===== src/rtl/div_unit.sv =====
// div_unit: iterative 32-bit restoring divider for DIV/DIVU in the EX stage.
// Returns {remainder, quotient} after a fixed 32-step run. The pipeline is
// held stalled until the cycle the result is presented.
module div_unit (
  input  logic        clk,
  input  logic        rst,
  input  logic        start,
  input  logic        signed_div,
  input  logic        cancel,
  input  logic [31:0] opdata1,
  input  logic [31:0] opdata2,
  output logic [63:0] result,
  output logic        ready,
  output logic        stall
);

  typedef enum logic [1:0] {S_IDLE, S_DZERO, S_ON, S_END} state_t;

  state_t      r_state;
  logic [5:0]  r_cnt;
  // {partial remainder, dividend/quotient}. The 65th bit of the working value
  // only exists transiently after the shift, so it is not stored.
  logic [63:0] r_work;
  logic [31:0] r_divisor;
  logic        r_neg_q;
  logic        r_neg_r;
  logic [63:0] r_result;

  logic [31:0] w_op1_abs;
  logic [31:0] w_op2_abs;
  logic [64:0] w_shift;
  logic [32:0] w_diff;
  logic [63:0] w_next;
  logic [31:0] w_quo;
  logic [31:0] w_rem;

  // Magnitudes for signed divides; the most negative value maps onto itself,
  // which reads correctly as 2^31 unsigned.
  always_comb begin
    w_op1_abs = (signed_div && opdata1[31]) ? -opdata1 : opdata1;
    w_op2_abs = (signed_div && opdata2[31]) ? -opdata2 : opdata2;
  end

  // One restoring step: shift, trial-subtract from the upper 33 bits, keep the
  // difference when it is non-negative and shift in the quotient bit.
  always_comb begin
    w_shift = {r_work, 1'b0};
    w_diff  = w_shift[64:32] - {1'b0, r_divisor};
    if (w_diff[32]) w_next = w_shift[63:0];
    else            w_next = {w_diff[31:0], w_shift[31:1], 1'b1};
    w_quo = r_neg_q ? -w_next[31:0]  : w_next[31:0];
    w_rem = r_neg_r ? -w_next[63:32] : w_next[63:32];
  end

  // Control FSM and datapath registers; cancel aborts without touching result.
  always_ff @(posedge clk or posedge rst) begin
    if (rst) begin
      r_state   <= S_IDLE;
      r_cnt     <= 6'd0;
      r_work    <= 64'd0;
      r_divisor <= 32'd0;
      r_neg_q   <= 1'b0;
      r_neg_r   <= 1'b0;
      r_result  <= 64'd0;
    end else if (cancel) begin
      r_state <= S_IDLE;
      r_cnt   <= 6'd0;
    end else begin
      case (r_state)
        S_IDLE: begin
          if (start) begin
            if (opdata2 == 32'd0) begin
              // Keep the raw dividend for the divide-by-zero result.
              r_work  <= {32'd0, opdata1};
              r_state <= S_DZERO;
            end else begin
              r_work    <= {32'd0, w_op1_abs};
              r_divisor <= w_op2_abs;
              r_neg_q   <= signed_div & (opdata1[31] ^ opdata2[31]);
              r_neg_r   <= signed_div & opdata1[31];
              r_cnt     <= 6'd0;
              r_state   <= S_ON;
            end
          end
        end
        S_ON: begin
          r_work <= w_next;
          r_cnt  <= r_cnt + 6'd1;
          if (r_cnt == 6'd31) begin
            r_result <= {w_rem, w_quo};
            r_state  <= S_END;
          end
        end
        S_DZERO: begin
          r_result <= {r_work[31:0], 32'hFFFF_FFFF};
          r_state  <= S_END;
        end
        S_END: r_state <= S_IDLE;
        default: r_state <= S_IDLE;
      endcase
    end
  end

  assign result = r_result;
  assign ready  = (r_state == S_END);
  // Stall is released in END so EX advances in the cycle it samples result.
  assign stall  = ~rst & (((r_state == S_IDLE) & start & ~cancel) |
                          (r_state == S_ON) | (r_state == S_DZERO));

endmodule

===== config.mk =====
export PLATFORM = sky130hd
export DESIGN_NAME = div_unit
export DESIGN_NICKNAME = d
export VERILOG_FILES = /design/src/rtl/div_unit.sv
export SDC_FILE = /design/constraint.sdc
export NUM_CORES = 1
export LEC_CHECK = 0
export BUFFER_PORTS_ARGS = -buffer_cell sky130_fd_sc_hd__buf_4
export CAP_MARGIN = 5
export CORE_UTILIZATION = 25
export DETAILED_ROUTE_END_ITERATION = 8
export GPL_TIMING_DRIVEN = 0
export SETUP_SLACK_MARGIN = 0.2
export SLEW_MARGIN = 10
export SYNTH_ARGS = -nofsm -noshare
export SYNTH_HDL_FRONTEND = slang
export SYNTH_SLANG_ARGS = --single-unit

===== constraint.sdc =====
create_clock -name clk -period 6.9 [get_ports clk]
set_input_delay 1.38 -clock clk [delete_from_list [all_inputs] [get_ports clk]]
set_output_delay 1.38 -clock clk [all_outputs]
set_load 0.01 [all_outputs]

==> summary by stage <==
Run status
The run finished with clean final reports.

Drt
The DRC violation total after the first TritonRoute iteration is 1165. For this block, the via count after detailed routing is 12285. The final wirelength is 44920 um. Before antenna repair, the detailed router went through 5 iterations. The antenna violation net count after detailed routing is 0.

Using the TritonRoute via totals, the vias-per-cell ratio works out to 5.164. After detailed routing, the number of remaining DRC violations is 0. Dividing the detail-routed wire length by the instance count gives 18.88 um.

Synthesis
Of all flip-flops after synthesis, the portion carrying an async set or reset was 100.0%. The synthesized design contains 0 enable-type register cells. The synthesized net count is 1658. Each instance of the synthesized netlist takes up on average between 8 and 9 um^2. The share of synthesized area occupied by flip-flops and latches is 34.10%. The most used flip-flop cell after synthesis is sky130_fd_sc_hd__dfrtp_1.

In this run the cell area of the synthesized design comes to around 12000 um^2. The number of register bits inferred by synthesis is 170. After technology mapping, the gate count stands at 1547. The biggest area contributor in the post-synthesis netlist is sky130_fd_sc_hd__dfrtp_1. In this run the biggest area consumer among cell types represents between 30% and 40% of the synthesized area. After synthesis, the cell types taking the most area are sky130_fd_sc_hd__dfrtp_1, sky130_fd_sc_hd__o21ai_0, sky130_fd_sc_hd__a21oi_1.

The warning count from the yosys run is 0. After synthesis, the netlist uses 79 different library cells.

Power
Internal power comes to approximately 2.9 mW. The total power draw is 5.627 mW. The relative contribution of sequential cells to total power is 29.7%. In this run switching power makes up between 40% and 50% of total power. Of the total power, combinational logic draws ~53%. The power density over the cells is 376.0 nW/um^2. The switching component of the power is 2.682 mW. Summed over all cells, the static leakage comes to 6.336 nW. The clock network is responsible for ~17% of the overall power.

Across the VDD grid, the largest voltage drop is 0.1895 mV.

STA
For this run, the top clock speed supported by timing is 157.0 MHz. The final count of hold timing violations is 0. The total count of max-transition violations in the final report is 0. The share of the clock period used by the worst path after layout is 92.30%. Adding up every negative setup slack in the final design gives 0 ps.

Setup repair after global routing left no endpoint under its margin. The clock skew is 10.69 ps. For the pin with the worst max-slew slack, the measured transition is 957.8 ps. Setup violations remaining at the end of the flow were counted as 0. The shortest clock period the worst path allows after layout is 6369 ps. The slack of the critical path is 531.3 ps. The max-slew headroom at the worst pin is 35.91%.

Critical path
Tracing the worst setup path back leads to its startpoint at r_work[31]$_DFFE_PP0P_. The worst register-to-register path has a setup slack of around 530 ps. The launching point of the worst reg2reg path is r_work[31]$_DFFE_PP0P_. Data on the critical path arrives at its endpoint at approximately 6700 ps. The capturing point of the worst reg2reg path is result[62]$_DFFE_PP0P_. The highest net fanout along the worst path is 10. The number of cells on the worst reg-to-reg path is 25. The category of the most critical setup path is flip-flop to flip-flop. Following the worst setup path forward leads to its endpoint at result[62]$_DFFE_PP0P_.

The worst setup path is launched from a flip-flop. For the worst setup path, the data required time is 7230 ps. The worst setup path is captured at a flip-flop.

Floorplanning
Once the floorplan was initialized, standard cells occupied 25.43% of the core. The floorplan step set the die height to 225.4 um. The floorplan step defined a die boundary enclosing roughly 50000 um^2. The count of boundary I/O pins is 135. In this run the horizontal extent of the chip is 225.4 um.

The cell row count is 81. In this run the standard cell core region covers 49050 um^2.

CTS
The clock root buffer master is sky130_fd_sc_hd__clkbuf_16. The clock net in this run drives a total of 170 sinks. For this design, the CTS-stage hold fixing added 0 buffers.

The clock tree synthesis step divided the H-tree into 4 levels. The clock slew seen by the registers of the worst setup and hold paths is 80 ps. The source-to-sink clock delay at the later pin of the worst-skew pair is 460 ps. Buffers inserted during clock tree synthesis total 17.

TritonCTS built the clock tree. The longest clock path from root to sink contains 2 buffers.

Placement
Port buffering added about 130 buffers. The congestion estimate from routability-driven global placement came to 0.9487. The final HPWL from detailed placement is 35460 um. The worst setup slack before clock tree synthesis is -23.69 ps. The number of instances in the placed design is 2345. The area of placed instances is 14340 um^2.

Finish
The post-route non-filler standard cell count is 2379. At the end of the flow, the number of nets in the layout was 1812. The share of layout cells above drive strength 1 is 13.94%. Once layout is done, the placed cells without fillers occupy around 15000 um^2. The area growth from synthesis to layout is 19.96%.

Hold path
The path class of the tightest hold or removal check is flip-flop to flip-flop. The hold path depth is 2.

Global route
The initial antenna violation count came to 0. In the global route stage, overall resource usage came out at between 10% and 20%. The first global-routing pass estimated 70090 um of wire. The via count of the first global-routing pass is 11849.

Global routing finished with a remaining overflow of 0. Entering global routing, the biggest net connects 94 pins.

Flow run
Across the run, the number of max-cap violations was 0.
[timing repair]
action,CTS,global route
gates resized for setup,1,11
pin swaps,1,0
buffers inserted,1,0
endpoints found under the setup margin,6,7
[routing by layer]
layer  vias up  routed length (um)  global-route usage [%]
li1       5839                   -                       -
met1      5935               20800                   25.15
met2       470               20430                   28.82
met3        41                2975                   2.216
met4         0                 722                   3.840
met5         -                   0                       0
[power groups by stage]
stage                     combinational [mW]  sequential, mW  clock [mW]
after floorplan                         1.85            1.66           0
after global placement                  2.89            1.67           0
after detailed placement                2.94            1.68           0
after CTS                               2.95            1.66       0.983
after global routing                    3.31            1.71        1.03
final                                   2.98            1.67       0.976
[area by class of cell]
| class | instances | area, um^2 |
|---|---|---|
| multi-input cells | 1237 | 7694 |
| fillers | 5234 | 34090 |
| repair buffers | 135 | 1033 |
| clock buffers | 17 | 425.4 |
| well taps | 664 | 830.8 |
| flip-flops and latches | 170 | 4255 |
| clock inverters | 15 | 150.1 |
| plain buffers | 84 | 356.6 |
| diodes | 1 | 2.502 |
| inverters | 56 | 217.7 |
[how the worst min path moves through the flow]
| stage | endpoint | startpoint |
|---|---|---|
| final | result[6]$_DFFE_PP0P_ | result[6]$_DFFE_PP0P_ |
| after detailed placement | result[6]$_DFFE_PP0P_ | result[6]$_DFFE_PP0P_ |
| after floorplan | r_cnt[5]$_DFFE_PP0P_ | r_cnt[5]$_DFFE_PP0P_ |
| after CTS | result[6]$_DFFE_PP0P_ | result[6]$_DFFE_PP0P_ |
| after global placement | result[2]$_DFFE_PP0P_ | result[2]$_DFFE_PP0P_ |
| after global routing | result[6]$_DFFE_PP0P_ | result[6]$_DFFE_PP0P_ |
[Yosys cell counts, types with 31 or more instances]
cell / number
sky130_fd_sc_hd__a21oi_1: 155
sky130_fd_sc_hd__clkbuf_1: 58
sky130_fd_sc_hd__dfrtp_1: 170
sky130_fd_sc_hd__ha_1: 41
sky130_fd_sc_hd__inv_1: 55
sky130_fd_sc_hd__mux2i_1: 36
sky130_fd_sc_hd__nand2_1: 193
sky130_fd_sc_hd__nor2_1: 144
sky130_fd_sc_hd__o21ai_0: 166
sky130_fd_sc_hd__o31ai_1: 31
sky130_fd_sc_hd__xnor2_1: 69
sky130_fd_sc_hd__xor2_1: 68
[through the flow]
step	hold WS, ps	utilization [%]
after floorplan	436.0	-
after global placement	459.2	29.16
after detailed placement	469.0	29.23
after CTS	486.2	30.43
after global routing	512.7	30.50
final	474.8	30.51
[cells in the final DEF, fill, tap and decap left out, types with 13 or more instances in the layout]
cell                        count
sky130_fd_sc_hd__buf_2         15
sky130_fd_sc_hd__o21ai_1       27
sky130_fd_sc_hd__dfrtp_1      169
sky130_fd_sc_hd__o41ai_1       14
sky130_fd_sc_hd__inv_1         54
sky130_fd_sc_hd__nand2_1      193
sky130_fd_sc_hd__nor3_1        17
sky130_fd_sc_hd__ha_1          40
sky130_fd_sc_hd__clkbuf_16     17
sky130_fd_sc_hd__or3_1         17
sky130_fd_sc_hd__nand2b_1      16
sky130_fd_sc_hd__and3_1        13
sky130_fd_sc_hd__a21oi_1      153
sky130_fd_sc_hd__o31ai_1       31
sky130_fd_sc_hd__nand3_1       19
sky130_fd_sc_hd__o21ai_0      166
sky130_fd_sc_hd__buf_4        134
sky130_fd_sc_hd__mux2i_1       35
sky130_fd_sc_hd__xnor2_1       69
sky130_fd_sc_hd__clkbuf_1      58
sky130_fd_sc_hd__nor2_1       144
sky130_fd_sc_hd__xor2_1        68
sky130_fd_sc_hd__nor4_1        18
[state kept, by name, indices dropped and copies added, names as in the netlist]
| register | cells |
|---|---|
| r_cnt | 6 |
| r_work | 64 |
| r_divisor | 32 |
| result | 64 |
| r_neg_r | 1 |
| r_neg_q | 1 |
| r_state | 2 |
[worst max-delay path, cell delays in order (launching register included)]
cell and delay, ps:
sky130_fd_sc_hd__dfrtp_2 480, sky130_fd_sc_hd__inv_1 80, sky130_fd_sc_hd__ha_1 160, sky130_fd_sc_hd__inv_1 50, sky130_fd_sc_hd__fa_1 440, sky130_fd_sc_hd__a211oi_2 270, sky130_fd_sc_hd__o211ai_1 210, sky130_fd_sc_hd__nand3_2 180
sky130_fd_sc_hd__a21oi_2 90, sky130_fd_sc_hd__nor3_2 270, sky130_fd_sc_hd__nor2_1 90, sky130_fd_sc_hd__inv_2 150, sky130_fd_sc_hd__clkbuf_4 260, sky130_fd_sc_hd__clkbuf_4 270, sky130_fd_sc_hd__mux2i_2 280, sky130_fd_sc_hd__ha_2 260
sky130_fd_sc_hd__nand3b_1 120, sky130_fd_sc_hd__or3_1 390, sky130_fd_sc_hd__or4_1 430, sky130_fd_sc_hd__or4_1 430, sky130_fd_sc_hd__a21oi_2 140, sky130_fd_sc_hd__a31oi_2 100, sky130_fd_sc_hd__or2_1 330, sky130_fd_sc_hd__o41ai_2 430
sky130_fd_sc_hd__xor2_1 210, sky130_fd_sc_hd__o21ai_1 80
[logic make-up (layout without fill, tap and decap cells)]
group | Yosys count | count (layout) | synth area share [%]
other | 0 | 1 | 0
buffers and inverters | 140 | 307 | 4.493
adder cells (fa/ha/maj) | 42 | 42 | 4.272
flip-flops | 170 | 170 | 34.10
AND/OR/NAND/NOR | 511 | 511 | 19.38
multiplexers | 44 | 44 | 3.611
XOR/XNOR | 137 | 137 | 9.618
AO/OA/AOI/OAI | 503 | 503 | 24.53
Note: power is estimated with default switching activity, not from simulation.
